<file path="config.mk">
export PLATFORM = sky130hd
export DESIGN_NAME = a10_xcvr_reconfig_responder
export DESIGN_NICKNAME = d
export VERILOG_FILES = /design/src/rtl/a10_xcvr_reconfig_responder.sv
export SDC_FILE = /design/constraint.sdc
export NUM_CORES = 1
export LEC_CHECK = 0
export ABC_AREA = 1
export BUFFER_PORTS_ARGS = -buffer_cell sky130_fd_sc_hd__buf_2
export CORE_MARGIN = 2
export CORE_UTILIZATION = 57
export CTS_CLUSTER_DIAMETER = 50
export CTS_CLUSTER_SIZE = 28
export DETAILED_ROUTE_END_ITERATION = 8
export PLACE_DENSITY = 0.77
export SLEW_MARGIN = 25
export SYNTH_ARGS = -nofsm -noshare
export SYNTH_HDL_FRONTEND = slang
export SYNTH_SLANG_ARGS = --single-unit
</file>
<file path="constraint.sdc">
create_clock -name clk -period 2.65 [get_ports clk]
set_clock_uncertainty 0.15 [all_clocks]
set_input_delay 0.265 -clock clk [delete_from_list [all_inputs] [get_ports clk]]
set_output_delay 0.265 -clock clk [all_outputs]
set_load 0.01 [all_outputs]
</file>
<file path="src/rtl/a10_xcvr_reconfig_responder.sv">
// Purpose: behavioural stand-in for an Arria 10 PLL reconfiguration port.
//   It models the arbitration register (0x000), the calibration register (0x100),
//   the calibration FSM, and emulated cal_busy/lock.
// Latency: an access completes WAIT_CYCLES cycles after it is first presented;
//   read data is combinational in the completion cycle.
// Backpressure: waitrequest is held high for WAIT_CYCLES cycles of each pending
//   access, then drops for exactly one completion cycle.
// Ports: clk, reset (async, active-low); reconfig_* Avalon-MM slave;
//   pll_powerdown in; pll_cal_busy, pll_locked, access_error (sticky) out.
module a10_xcvr_reconfig_responder #(
  parameter string       PLL_TYPE        = "fPLL",
  parameter int          WAIT_CYCLES     = 2,
  parameter int          INIT_CAL_CYCLES = 64,
  parameter int          CAL_CYCLES      = 32,
  parameter int          LOCK_CYCLES     = 16,
  parameter logic [31:0] CAL_REG_INIT    = 32'h0000_0000
) (
  input  logic        clk,
  input  logic        reset,
  input  logic [9:0]  reconfig_address,
  input  logic        reconfig_write,
  input  logic [31:0] reconfig_writedata,
  input  logic        reconfig_read,
  output logic [31:0] reconfig_readdata,
  output logic        reconfig_waitrequest,
  input  logic        pll_powerdown,
  output logic        pll_cal_busy,
  output logic        pll_locked,
  output logic        access_error
);

  // Calibration-enable bit inside 0x100 for the emulated PLL flavour.
  localparam int CAL_BIT = (PLL_TYPE == "ATXPLL") ? 0 : ((PLL_TYPE == "CMUPLL") ? 5 : 1);
  localparam int WW      = (WAIT_CYCLES < 1) ? 1 : $clog2(WAIT_CYCLES + 1);
  localparam int CAL_MAX = (INIT_CAL_CYCLES > CAL_CYCLES) ? INIT_CAL_CYCLES : CAL_CYCLES;
  localparam int CW      = (CAL_MAX < 2) ? 1 : $clog2(CAL_MAX);
  localparam int LW      = $clog2(LOCK_CYCLES + 1);

  localparam logic [WW-1:0] WAIT_LOAD = WW'(WAIT_CYCLES);
  localparam logic [CW-1:0] INIT_LOAD = CW'(INIT_CAL_CYCLES - 1);
  localparam logic [CW-1:0] CAL_LOAD  = CW'(CAL_CYCLES - 1);
  localparam logic [LW-1:0] LOCK_LOAD = LW'(LOCK_CYCLES);

  typedef enum logic [1:0] {INIT_CAL, READY, USER, CAL} state_t;

  state_t        state_q, state_d;
  logic [CW-1:0] cal_cnt_q, cal_cnt_d;
  logic          cal_clr;
  logic [WW-1:0] wait_cnt;
  logic          stalled_q;
  logic [9:0]    addr_q;
  logic [31:0]   wdata_q;
  logic [31:0]   arb_q, cal_q;
  logic          busy_q, err_q, lock_q;
  logic [LW-1:0] lock_cnt;
  logic [31:0]   rdata;

  logic pending, stall, complete, addr_arb, addr_cal, arb_wr, changed, err_set;

  assign pending  = reconfig_read | reconfig_write;
  assign stall    = pending && (wait_cnt != '0);
  assign complete = pending && (wait_cnt == '0);
  assign addr_arb = (reconfig_address == 10'h000);
  assign addr_cal = (reconfig_address == 10'h100);
  // A simultaneous read+write is handled as a write.
  assign arb_wr   = complete && reconfig_write && addr_arb;

  // Any address/data movement between two cycles of the same stalled access.
  assign changed = stalled_q && pending &&
                   ((reconfig_address != addr_q) ||
                    (reconfig_write && (reconfig_writedata != wdata_q)));
  assign err_set = (pending && reconfig_read && reconfig_write) || changed ||
                   (complete && addr_cal && (state_q != USER));

  // Wait counter: reloads on completion and whenever the bus is idle.
  always_ff @(posedge clk or negedge reset) begin
    if (!reset) begin
      wait_cnt  <= WAIT_LOAD;
      stalled_q <= 1'b0;
      addr_q    <= '0;
      wdata_q   <= '0;
    end else begin
      if (complete || !pending) wait_cnt <= WAIT_LOAD;
      else                      wait_cnt <= wait_cnt - 1'b1;
      stalled_q <= stall;
      addr_q    <= reconfig_address;
      wdata_q   <= reconfig_writedata;
    end
  end

  always_comb begin
    state_d   = state_q;
    cal_cnt_d = cal_cnt_q;
    cal_clr   = 1'b0;
    case (state_q)
      INIT_CAL: begin
        if (cal_cnt_q == '0) state_d = READY;
        else                 cal_cnt_d = cal_cnt_q - 1'b1;
      end
      READY: begin
        if (arb_wr && (reconfig_writedata == 32'd2)) state_d = USER;
      end
      USER: begin
        if (arb_wr && (reconfig_writedata == 32'd1)) begin
          if (cal_q[CAL_BIT]) begin
            state_d   = CAL;
            cal_cnt_d = CAL_LOAD;
          end else begin
            state_d = READY;
          end
        end
      end
      CAL: begin
        if (cal_cnt_q == '0) begin
          state_d = READY;
          cal_clr = 1'b1;
        end else begin
          cal_cnt_d = cal_cnt_q - 1'b1;
        end
      end
      default: state_d = INIT_CAL;
    endcase
  end

  always_ff @(posedge clk or negedge reset) begin
    if (!reset) begin
      state_q   <= INIT_CAL;
      cal_cnt_q <= INIT_LOAD;
      busy_q    <= 1'b1;
      arb_q     <= '0;
      cal_q     <= CAL_REG_INIT;
      err_q     <= 1'b0;
    end else begin
      state_q   <= state_d;
      cal_cnt_q <= cal_cnt_d;
      // Registered from the next state so busy rises on the completing edge.
      busy_q    <= (state_d == INIT_CAL) || (state_d == CAL);
      if (arb_wr) arb_q <= reconfig_writedata;
      if (cal_clr)
        cal_q[CAL_BIT] <= 1'b0;
      else if (complete && reconfig_write && addr_cal && (state_q == USER))
        cal_q <= reconfig_writedata;
      if (err_set) err_q <= 1'b1;
    end
  end

  // Lock emulation: counter restarts while powered down or calibrating.
  always_ff @(posedge clk or negedge reset) begin
    if (!reset) begin
      lock_cnt <= LOCK_LOAD;
      lock_q   <= 1'b0;
    end else if (pll_powerdown || busy_q) begin
      lock_cnt <= LOCK_LOAD;
      lock_q   <= 1'b0;
    end else if (lock_cnt != '0) begin
      lock_cnt <= lock_cnt - 1'b1;
      if (lock_cnt == LW'(1)) lock_q <= 1'b1;
    end
  end

  always_comb begin
    rdata = '0;
    if (complete && reconfig_read && !reconfig_write) begin
      if (addr_arb)                         rdata = arb_q;
      else if (addr_cal && state_q == USER) rdata = cal_q;
    end
  end

  // Bus outputs are forced quiet while reset is held, even with a request present.
  assign reconfig_readdata    = reset ? rdata : 32'h0;
  assign reconfig_waitrequest = reset & stall;
  assign pll_cal_busy         = busy_q;
  // Gating keeps lock low in the same cycle powerdown or busy appears.
  assign pll_locked           = lock_q & ~pll_powerdown & ~busy_q;
  assign access_error         = err_q;

endmodule

</file>
==> flow_summary.toml <==
[placed_design]
dp_hpwl_um = 8329
portBuffers = 82
place_ws_ps = 421.1
post_dp_cell_area_um2 = 6465
routabilityCongestion = 0.8336

[drt]
dr_wl_met3_um = 660
wl_met2_um = 7483
wl_met1_um = 5997
first_pass_iters = 4
viasPerCell = 5.260
ant_nets = 0
first_iter_violations = 237
vias = 4608
routedWlPerCell_um = 16.43
post-route-drc-count = 0
top_layer_used = "met4"
routed_wl_um = 14390

[power]
swShare = 0.2487
power_density_nw_per_um2 = 629.4
ir_worst_vdd_uv = 518.6
p_leak_nw = 3.624
clkPwrFrac = 0.455
power.internal_mw = 3.611
p_seq_frac = 0.429
combinationalPowerShare = 0.116
p_switching_mw = 1.195

[cts]
worstSkewPairLatency_ps = 520
cts_tree = "done"
root_buffer = "clkbuf_8"
cts.sinks = 125
htreeDepth = 4
cts_buffers = 17
path_clk_slew_ps = 60
clock_path_buffers = 2

[logic_synthesis]
synth_nets = 641
netlist_top_cells_area = "dfrtp_1, nand2_1, mux2_2"
yosysWarnings = 0
syn_area_um2 = 5894
ys_seq_elements = 125
yosysTopAreaCellShare = 0.4925
synthCells = 586
synth_top_cell_by_area = "dfrtp_1"
syn_avg_cell_area_um2 = 10.06
ys_seq_area_frac = 0.5326
yosys.cell_types.count = 34

[sta]
fmax_mhz = 367.9
period_share = 1.026
hold_viol = 0
rsz0062_at_grt = "true"
tns_ps = -402.3
max_slew.worst_pin.slew_ps = 772.1
fin_ws_ps = -68.49
slew_headroom = 0.4852
post-route-min-period_ps = 2718
drv_slew = 0
finalSetupViolCount = 13

[finish]
n_antenna_cell = 0
drive_above_1_share = 0.2892
fill_cells = 660
fin_util = 0.7498
final_cell_mix = "nand2_1, dfrtp_1, buf_2"
mostFrequentLayoutCell = "nand2_1"
design_area_um2 = 7636
layout.nets = 782
area_growth_pct = 29.55

[setup_path]
crit_type = "reg -> out"
path_max_fanout = 16
worstPathRequired_ps = 2240
start_kind = "flip-flop"
crit_path_end_kind = "output pin"
cp_data_arrival_time_ps = 2300

[global_routing]
grt_max_degree = 90
grt_pass1_vias = 4829
grt-ovfl-total = 0
grt_antenna_before_repair = 0
grt_pass1_wl_um = 23160
grt_use_total = 0.2631

[floorplanning]
coreArea_um2 = 10180
fp.dieW_um = 105.7
start_util = 0.5787
die_area_um2 = 11170
die_h_um = 105.7
io_pins = 83
std_cell_rows = 37

[status]
violations = "negative setup slack"
outcome = "finished, violations left"

[run]
max-cap-violations = 0

[hold_path]
min_path_type = "in -> reg"
## metrics by stage
step / total power [mW] / instances / hold WS (ps)
floorplan: 2.357 / 586 / -180.6
finish: 4.806 / 876 / 82.07
global route: 5.002 / 876 / 86.96
global placement: 2.514 / 792 / 197.3
detailed placement: 2.546 / 792 / 206.5
CTS: 4.788 / 871 / 4.906
## synth_stat cells (all sizes together)
| cell | n |
|---|---|
| nand2 | 119 |
| dfrtp | 116 |
| nor2 | 64 |
| mux2 | 54 |
| o21ai | 49 |
| xnor2 | 36 |
| a21oi | 35 |
| inv | 35 |
| nand3 | 14 |
| clkbuf | 13 |
| dfstp | 9 |
| ha | 8 |
| buf | 7 |
| o21a | 5 |
| nand4 | 4 |
| or2 | 4 |
| xor2 | 4 |
| a31oi | 2 |
| nor3 | 2 |
| a211oi | 1 |
| a311oi | 1 |
| nor4b | 1 |
| o2111ai | 1 |
| o22ai | 1 |
| o31ai | 1 |
## layout make-up
cell class | instances | area, um^2 | share of cell area
Clock buffer | 22 | 483.0 | 0.06325
Clock inverter | 10 | 86.33 | 0.01131
Inverter | 35 | 133.9 | 0.01753
Multi-Input combinational cell | 406 | 2554 | 0.3344
Sequential cell | 125 | 3141 | 0.4113
Tap cell | 136 | 170.2 | 0.02228
Timing Repair Buffer | 142 | 1069 | 0.1399
## sequential cells by signal, summed over array words and instances (netlist names), 2 cells and up
register,count
arb_q,32
cal_q,32
lock_cnt,5
addr_q,10
state_q,2
wait_cnt,2
cal_cnt_q,6
wdata_q,32
## what timing repair did
item	CTS	global route
cloned	0	3
setup buffers	0	2
endpoints found under the hold margin	151	0
setup endpoints to repair	16	32
pin swaps	0	2
resized for setup	6	18
hold buffers	47	0
## routing by layer
layer  up-vias  GRT usage
li1       2211          -
met1      2256     0.3307
met2       122     0.4553
met3        19    0.05875
met4         0    0.07989
met5         -          0
## path summary, 6_finish.rpt
check,from,to,slack (ps),cells after the start
worst min register to register,wait_cnt[0]$_DFF_PN0_,wait_cnt[0]$_DFF_PN0_,280,1
min in group asynchronous,reset,wait_cnt[0]$_DFF_PN0_,210,3
max in group asynchronous,reset,state_q[0]$_DFF_PN0_,1000,4
worst min-delay path,reconfig_write,stalled_q$_DFF_PN0_,80,3
worst max-delay path,wait_cnt[0]$_DFF_PN0_,reconfig_readdata[1],-70,9
worst max register to register,wait_cnt[1]$_DFF_PN1_,cal_q[9]$_DFFE_PN0P_,310,9
## worst max-delay path, stage by stage (launching register included)
cell	delay, ps
dfrtp_1	380
inv_1	60
ha_2	180
inv_2	60
nor4b_4	320
buf_6	180
buf_12	150
o21ai_0	90
a21oi_1	170
buf_2	170
## power groups by stage
| stage | combinational, mW | sequential [mW] | clock [mW] |
|---|---|---|---|
| 6_report | 0.556 | 2.06 | 2.19 |
| 5_1_grt | 0.623 | 2.07 | 2.31 |
| 4_1_cts | 0.514 | 2.06 | 2.21 |
| 3_5_place_dp | 0.452 | 2.09 | 0 |
| 3_3_place_gp | 0.425 | 2.09 | 0 |
| 2_1_floorplan | 0.275 | 2.08 | 0 |
## logic make-up after synthesis
family | count (synthesis) | share of synthesized area
buf+inv | 55 | 0.04182
simple gates | 208 | 0.1456
xor+xnor | 40 | 0.05943
mux | 54 | 0.1172
compound gates | 96 | 0.08640
fa+ha+maj | 8 | 0.01698
flops | 125 | 0.5326
(Power assumes the default switching activity.)
